$ cat config.mk
export PLATFORM = sky130hd
export DESIGN_NAME = idex_pipe_reg
export DESIGN_NICKNAME = d
export VERILOG_FILES = /design/src/rtl/idex_pipe_reg.sv
export SDC_FILE = /design/constraint.sdc
export NUM_CORES = 1
export LEC_CHECK = 0
export ABC_AREA = 1
export BUFFER_PORTS_ARGS = -buffer_cell sky130_fd_sc_hd__clkbuf_2
export CAP_MARGIN = 25
export CORE_UTILIZATION = 41
export DETAILED_ROUTE_END_ITERATION = 10
export PLACE_DENSITY_LB_ADDON = 0.15
export SYNTH_ARGS = -nofsm -noshare
export SYNTH_HDL_FRONTEND = slang
export SYNTH_SLANG_ARGS = --single-unit
$ cat constraint.sdc
create_clock -name clk -period 1 [get_ports clk]
set_input_delay 0.05 -clock clk [delete_from_list [all_inputs] [get_ports clk]]
set_output_delay 0.05 -clock clk [all_outputs]
set_load 0.005 [all_outputs]
$ cat src/rtl/idex_pipe_reg.sv
// ID/EX pipeline register: stall/flush/illegal-opcode handling between decode and execute.
// Optional bubble counter enabled by defining IDEX_BUBBLE_CNT_EN.
module idex_pipe_reg #(
    parameter int unsigned DATA_W = 32,
    parameter int unsigned REG_W  = 5,
    parameter int unsigned CNT_W  = 16
) (
    input  logic              clk,
    input  logic              rst,
    input  logic              stall,
    input  logic              flush,
    input  logic              dvalid,
    input  logic              dwreg,
    input  logic              dm2reg,
    input  logic              dwmem,
    input  logic              daluimm,
    input  logic [3:0]        daluc,
    input  logic [REG_W-1:0]  drn,
    input  logic [DATA_W-1:0] dqa,
    input  logic [DATA_W-1:0] dqb,
    input  logic [DATA_W-1:0] dimm32,
    output logic              evalid,
    output logic              ewreg,
    output logic              em2reg,
    output logic              ewmem,
    output logic              ealuimm,
    output logic [3:0]        ealuc,
    output logic [REG_W-1:0]  ern,
    output logic [DATA_W-1:0] eqa,
    output logic [DATA_W-1:0] eqb,
    output logic [DATA_W-1:0] eimm32,
`ifdef IDEX_BUBBLE_CNT_EN
    output logic [CNT_W-1:0]  ebubble_cnt,
`endif
    output logic              eillegal
);

    localparam logic [3:0] AlucAdd = 4'b0010;

    logic              valid_q, valid_d;
    logic              wreg_q, wreg_d;
    logic              m2reg_q, m2reg_d;
    logic              wmem_q, wmem_d;
    logic              aluimm_q, aluimm_d;
    logic [3:0]        aluc_q, aluc_d;
    logic [REG_W-1:0]  rn_q, rn_d;
    logic [DATA_W-1:0] qa_q, qa_d;
    logic [DATA_W-1:0] qb_q, qb_d;
    logic [DATA_W-1:0] imm_q, imm_d;
    logic              illegal_q, illegal_d;
    logic              legal;
    logic              bubble_ld;

    always_comb begin
        unique case (daluc)
            4'b0010, 4'b0110, 4'b0000, 4'b0001, 4'b0011: legal = 1'b1;
            default:                                     legal = 1'b0;
        endcase
    end

    always_comb begin
        valid_d   = valid_q;
        wreg_d    = wreg_q;
        m2reg_d   = m2reg_q;
        wmem_d    = wmem_q;
        aluimm_d  = aluimm_q;
        aluc_d    = aluc_q;
        rn_d      = rn_q;
        qa_d      = qa_q;
        qb_d      = qb_q;
        imm_d     = imm_q;
        illegal_d = 1'b0;
        bubble_ld = 1'b0;

        if (flush) begin
            bubble_ld = 1'b1;
        end else if (!stall) begin
            if (dvalid && legal) begin
                valid_d  = 1'b1;
                wreg_d   = dwreg;
                m2reg_d  = dm2reg;
                wmem_d   = dwmem;
                aluimm_d = daluimm;
                aluc_d   = daluc;
                rn_d     = drn;
                qa_d     = dqa;
                qb_d     = dqb;
                imm_d    = dimm32;
            end else begin
                // Illegal opcodes are dropped as bubbles so they never reach the ALU.
                bubble_ld = 1'b1;
                illegal_d = dvalid;
            end
        end

        if (bubble_ld) begin
            valid_d  = 1'b0;
            wreg_d   = 1'b0;
            m2reg_d  = 1'b0;
            wmem_d   = 1'b0;
            aluimm_d = 1'b0;
            aluc_d   = AlucAdd;
            rn_d     = '0;
            qa_d     = '0;
            qb_d     = '0;
            imm_d    = '0;
        end
    end

    always_ff @(posedge clk) begin
        if (rst) begin
            valid_q   <= 1'b0;
            wreg_q    <= 1'b0;
            m2reg_q   <= 1'b0;
            wmem_q    <= 1'b0;
            aluimm_q  <= 1'b0;
            aluc_q    <= AlucAdd;
            rn_q      <= '0;
            qa_q      <= '0;
            qb_q      <= '0;
            imm_q     <= '0;
            illegal_q <= 1'b0;
        end else begin
            valid_q   <= valid_d;
            wreg_q    <= wreg_d;
            m2reg_q   <= m2reg_d;
            wmem_q    <= wmem_d;
            aluimm_q  <= aluimm_d;
            aluc_q    <= aluc_d;
            rn_q      <= rn_d;
            qa_q      <= qa_d;
            qb_q      <= qb_d;
            imm_q     <= imm_d;
            illegal_q <= illegal_d;
        end
    end

`ifdef IDEX_BUBBLE_CNT_EN
    logic [CNT_W-1:0] cnt_q;

    // Saturating count of bubbles loaded; stall edges load nothing and are not counted.
    always_ff @(posedge clk) begin
        if (rst) begin
            cnt_q <= '0;
        end else if (bubble_ld && (cnt_q != {CNT_W{1'b1}})) begin
            cnt_q <= cnt_q + CNT_W'(1);
        end
    end

    assign ebubble_cnt = cnt_q;
`endif

    assign evalid   = valid_q;
    assign ewreg    = wreg_q;
    assign em2reg   = m2reg_q;
    assign ewmem    = wmem_q;
    assign ealuimm  = aluimm_q;
    assign ealuc    = aluc_q;
    assign ern      = rn_q;
    assign eqa      = qa_q;
    assign eqb      = qb_q;
    assign eimm32   = imm_q;
    assign eillegal = illegal_q;

endmodule
==> results of run 1 <==
-- final timing paths --
| kind | to | slack [ns] | from | cells after the start |
|---|---|---|---|---|
| worst min-delay path | eillegal$_SDFF_PP0_ | 0.03 | dvalid | 4 |
| worst min register to register | eimm32[4]$_SDFFE_PP0P_ | 0.46 | eimm32[4]$_SDFFE_PP0P_ | 2 |
| worst max-delay path | eqa[23] | 0.10 | eqa[23]$_SDFFE_PP0P_ | 1 |
| worst max register to register | eimm32[7]$_SDFFE_PP0P_ | 0.36 | eimm32[7]$_SDFFE_PP0P_ | 2 |
-- metrics by stage --
stage,cells,TNS (ns),setup WS [ns],cell area (µm²)
3_3_place_gp,852,-5.92,-0.0681,5740
6_report,976,0,0.104,7010
2_1_floorplan,514,0,0.0907,4280
5_1_grt,976,0,0.0442,7010
3_5_place_dp,852,-9.45,-0.122,5740
4_1_cts,976,0,0.0831,7010
-- registers in the layout (all words and copies together), names as in the netlist, 4 cells and up --
signal,cells
eimm32,32
ern,5
eqb,32
eqa,32
ealuc,4
-- power breakdown --
part           leakage [nW]  switching, mW  total, mW  internal, mW
clock network         0.100           1.49       2.56          1.07
registers             0.894        0.00846       4.44          4.43
logic                  1.89          0.550       1.21         0.660
total                  2.88           2.05       8.22          6.16
-- cell usage in the layout (no fill, tap or decap), drive strengths merged --
| cell | instances |
|---|---|
| nand4 | 108 |
| nor3 | 1 |
| clkbuf | 235 |
| clkinv | 3 |
| buf | 39 |
| nor2 | 3 |
| nand3 | 2 |
| a21oi | 109 |
| nand2 | 115 |
| dfxtp | 111 |
| inv | 9 |
| dlygate4sd3 | 108 |
-- timing repair --
| item | CTS | global route |
|---|---|---|
| endpoints found under the hold margin | 108 | 0 |
| hold buffers | 108 | 0 |
| resized for setup | 0 | 1 |
| endpoints found under the setup margin | 0 | 1 |
-- kinds of logic after synthesis --
kind of cell | synth area share (%)
buffers and inverters | 8.36
AND/OR/NAND/NOR | 27.0
flip-flops | 51.9
AO/OA/AOI/OAI | 12.7
-- metal layers --
| metal | GRT usage [%] | share of wire (%) | up-vias |
|---|---|---|---|
| met5 | 0 | 0 | - |
| met4 | 12.9 | 3.5 | 0 |
| met3 | 5.33 | 5.9 | 51 |
| met2 | 46.5 | 50 | 244 |
| met1 | 32.4 | 40 | 2354 |
| li1 | - | - | 2479 |
-- area by class of cell --
cell class / count / area, µm² / area share [%]
Timing Repair Buffer: 371 / 2680 / 38.3
Inverter: 7 / 26.3 / 0.375
Clock inverter: 5 / 40.0 / 0.571
Multi-Input combinational cell: 338 / 1720 / 24.6
Sequential cell: 111 / 2220 / 31.7
Clock buffer: 11 / 151 / 2.16
Tap cell: 133 / 166 / 2.37
==> flow_summary.json, run 1 <==
{
  "min_path_type": "primary input to flop",
  "synth_common_cells": "114 x nand2_1, 111 x dfxtp_1, 109 x a21oi_1",
  "timing.critical_path.buf_inv": 1,
  "cts_tree": "yes",
  "pwr_density_cell_nw_per_um2": 1170,
  "report.final.slew_viol_count": 0,
  "setup_viol": 0,
  "p_leak_nw": 2.88,
  "grt_use_total_pct": 27.1,
  "yosys.area.top_type": "dfxtp_1",
  "worst_ep_arrival_time_ns": 0.85,
  "clkSinkCount": 111,
  "fin_skew_ns": 0,
  "clk_latency_ns": 0.35,
  "ant_nets": 0,
  "fin_crit_ns": 0.896,
  "outcome": "complete, no violations",
  "maxCapViolations": 0,
  "grt-ovfl-total": 0,
  "worst_pin_slew_ns": 0.239,
  "synth_cell_type_count": 17,
  "crit_fanout": 2,
  "syn_avg_cell_area_um2": 8.33,
  "place_hpwl_mm": 8.93,
  "path_cells": "clkbuf_2",
  "peakVddDrop_uv": 791,
  "dr_total_vias": 5128,
  "ys.flop_type": "dfxtp_1",
  "syn_area_um2": 4280,
  "synth-seq-cells": 111,
  "antenna_found_initial": 0,
  "n_antenna_cell": 0,
  "yosysMostFrequentCell": "nand2_1",
  "initial_core_util_pct": 43.0,
  "die_y_um": 104,
  "die_w_um": 104,
  "ys_seq_area_share_pct": 51.9,
  "totalPowerFinal_mw": 8.22,
  "fillCellCount": 760,
  "synth_top_area_share_pct": 51.9,
  "core_region_area_um2": 9950,
  "path_clk_slew_ns": 0.10,
  "synthesis.nets": 628,
  "cts-root-buf": "clkbuf_8",
  "gp_congestion": 0.801,
  "final_nets": 952,
  "drive_above_1_share_pct": 34.0,
  "cts_buffer_depth": 2,
  "cts_inserted_buffers": 9,
  "route.detailed.drc": 0,
  "synth_area_leaders": "dfxtp_1 52%, nand4_1 16%, a21oi_1 13%, nand2_1 10%, buf_4 2.6%",
  "grt_pass1_wl_mm": 24.2,
  "synth_edf_count": 0,
  "vias_per_cell": 5.25,
  "die-area_um2": 10900,
  "synth_warnings": 0,
  "finalHoldViolCount": 0,
  "cp_top_family": "flip-flops",
  "io_buffer_count": 224,
  "final.period_utilization_pct": 89.6,
  "async_reset_ff_share_pct": 0,
  "dr.pass1.iters": 5,
  "critical-path-max-stage-delay_ns": 0.36,
  "post_drt_wl_per_cell_um": 15.1,
  "grt_pass1_vias": 5037,
  "syn_to_final_growth_pct": 63.8,
  "syn_inst": 514,
  "post-route-util_pct": 70.5,
  "max_freq_ghz": 1.12,
  "wl_mm": 14.7,
  "htree_levels": 3,
  "post_cts_buffers": 0,
  "grt_max_degree": 43,
  "rsz0062_at_grt": "no",
  "io-pin-count": 225,
  "crit_type": "flop to output pin",
  "rows": 36,
  "whs_ns": 0.0309,
  "critPathLaunchType": "flop",
  "critPathCaptureType": "output pin",
  "crit_path_top_delay_cell": "dfxtp_1",
  "relSlewSlack_pct": 84.0,
  "drtIter0Drc": 374,
  "required_ns": 0.95
}
Note: power is estimated with default switching activity, not from simulation.
==> run 2, diff against run 1 <==
Settings changed: ABC_AREA 1 to 0, CORE_UTILIZATION 41 to 37.
==> run 2 against run 1 <==
Compared with the run above:
- critical path depth increased by 4
- design area decreased by 13%
- largest power group unchanged
- non-clock buffer count is 15 lower
- largest cell class unchanged
- synthesized cell count shrank 50%
- first-iteration DRC count down 90%
- clock-buffer cell count unchanged
==> flow_summary.json, run 2 <==
{
  "synth_edf_count": 0,
  "critPathLaunchType": "primary input",
  "ys.flop_type": "dfxtp_1",
  "path_clk_slew_ns": 0.10,
  "rsz0062_at_grt": "yes",
  "initial_core_util_pct": 38.5,
  "dr.pass1.iters": 4,
  "grt_max_degree": 55,
  "async_reset_ff_share_pct": 0,
  "required_ns": 1.30,
  "maxCapViolations": 0,
  "drive_above_1_share_pct": 44.5,
  "synth_area_leaders": "dfxtp_1 66%, a22o_1 28%, buf_2 1.3%, clkbuf_1 1.2%, buf_6 0.67%",
  "p_leak_nw": 2.95,
  "fin_crit_ns": 1.00,
  "final_cell_mix": "223 x clkbuf_2, 111 x dfxtp_1, 108 x dlygate4sd3_1, 107 x a22o_1, 16 x buf_4",
  "gp_congestion": 0.768,
  "io_buffer_count": 224,
  "cts_tree": "yes",
  "worst_ep_arrival_time_ns": 1.30,
  "yosys.area.top_type": "dfxtp_1",
  "final_nets": 714,
  "clkSinkCount": 111,
  "placed_area_um2": 4790,
  "core_region_area_um2": 8760,
  "post-route-util_pct": 69.6,
  "crit_type": "primary input to flop",
  "syn_to_final_growth_pct": 80.7,
  "fin_skew_ns": 0,
  "finalHoldViolCount": 0,
  "peakVddDrop_uv": 860,
  "n_antenna_cell": 0,
  "relSlewSlack_pct": 72.4,
  "synth-seq-cells": 111,
  "layout_commonest_cell": "clkbuf_2",
  "setup_viol": 0,
  "finalInstanceArea_um2": 6100,
  "final.period_utilization_pct": 100,
  "drtIter0Drc": 39,
  "post_drt_wl_per_cell_um": 14.9,
  "synth_cell_type_count": 17,
  "wl_mm": 10.6,
  "setup_slack_ns": 0.000452,
  "grt_pass1_wl_mm": 17.3,
  "grt-ovfl-total": 0,
  "die-area_um2": 9500,
  "synth_common_cells": "111 x dfxtp_1, 107 x a22o_1, 11 x clkbuf_1",
  "die_y_um": 97.5,
  "cts_buffer_depth": 2,
  "dp_cells": 588,
  "rows": 34,
  "route.detailed.drc": 0,
  "min_path_type": "primary input to flop",
  "outcome": "complete, no violations",
  "synthesis.nets": 370,
  "totalPowerFinal_mw": 7.85,
  "syn_inst": 256,
  "io-pin-count": 225,
  "cts_inserted_buffers": 9,
  "synth_warnings": 0,
  "tns_ns": 0,
  "antenna_found_initial": 0,
  "die_w_um": 97.5,
  "pre_cts_ws_ns": -0.366,
  "place_hpwl_mm": 6.43,
  "critPathCaptureType": "flop",
  "ys_seq_area_share_pct": 65.9,
  "syn_area_um2": 3370,
  "whs_ns": 0.0425,
  "htree_levels": 3,
  "crit_fanout": 26,
  "cts-root-buf": "clkbuf_8",
  "syn_avg_cell_area_um2": 13.2,
  "grt_use_total_pct": 22.5,
  "yosysMostFrequentCell": "dfxtp_1",
  "clk_latency_ns": 0.34,
  "report.final.slew_viol_count": 0,
  "grt_pass1_vias": 3632,
  "worst_pin_slew_ns": 0.414,
  "max_freq_ghz": 1.00,
  "dr_total_vias": 3471,
  "ant_nets": 0,
  "pwr_density_cell_nw_per_um2": 1290,
  "synth_top_area_share_pct": 65.9,
  "final_cells": 713,
  "vias_per_cell": 4.87
}
[run 2: cell count changes in the layout (fill, tap and decap cells not counted), sizes merged, moves of 6 or more]
cell	before	now
a21oi	109	2
a22o	0	107
buf	39	25
inv	9	3
nand2	115	0
nand4	108	0
[run 2: kinds of logic (layout without fill, tap and decap cells)]
| group | count (synthesis) | after routing | share of synthesized area (%) |
|---|---|---|---|
| buf+inv | 24 | 373 | 3.56 |
| simple gates | 9 | 9 | 1.67 |
| flops | 111 | 111 | 65.9 |
| compound gates | 112 | 112 | 28.9 |
[run 2: layer usage]
metal  GRT usage (%)  up-vias  wire, µm
met1            26.2     1601      4330
met5               0        -         0
li1                -     1675         -
met2            39.7      170      5290
met3            4.53       25       686
met4            10.3        0       305
[run 2: where the power goes]
group          switching [mW]  leakage (nW)  internal, mW
Clock                    1.49         0.100          1.07
Sequential             0.0218         0.895          4.46
Combinational           0.266          1.96         0.543
[run 2: area by class of cell]
class                           instances  area (µm²)
Timing Repair Buffer                  356        2490
Clock inverter                          5        40.0
Tap cell                              108         135
Multi-Input combinational cell        121        1060
Inverter                                1        3.75
Sequential cell                       111        2220
Fill cell                             620        2670
Clock buffer                           11         151
[run 2: final timing paths]
| path | start | to | slack [ns] | cells after the start |
|---|---|---|---|---|
| worst max register to register | evalid$_SDFFE_PP0P_ | evalid$_SDFFE_PP0P_ | 0.30 | 2 |
| worst min register to register | ealuc[3]$_SDFFE_PP0P_ | ealuc[3]$_SDFFE_PP0P_ | 0.47 | 1 |
| worst min-delay path | daluc[1] | ealuc[1]$_SDFFE_PP1P_ | 0.04 | 4 |
| worst max-delay path | stall | ern[0]$_SDFFE_PP0P_ | 0.0005 | 5 |
[run 2: timing repair]
action                                 CTS  global route
buffers inserted                         0             1
endpoints found under the hold margin  107             0
setup endpoints to repair                0            90
hold buffers                           108             0
resized for setup                        0             4
[run 2: worst max-delay path: stages]
cell and delay [ns]:
buf_6 0.09, or3_4 0.39, a211oi_4 0.23, buf_4 0.34, a22o_1 0.19
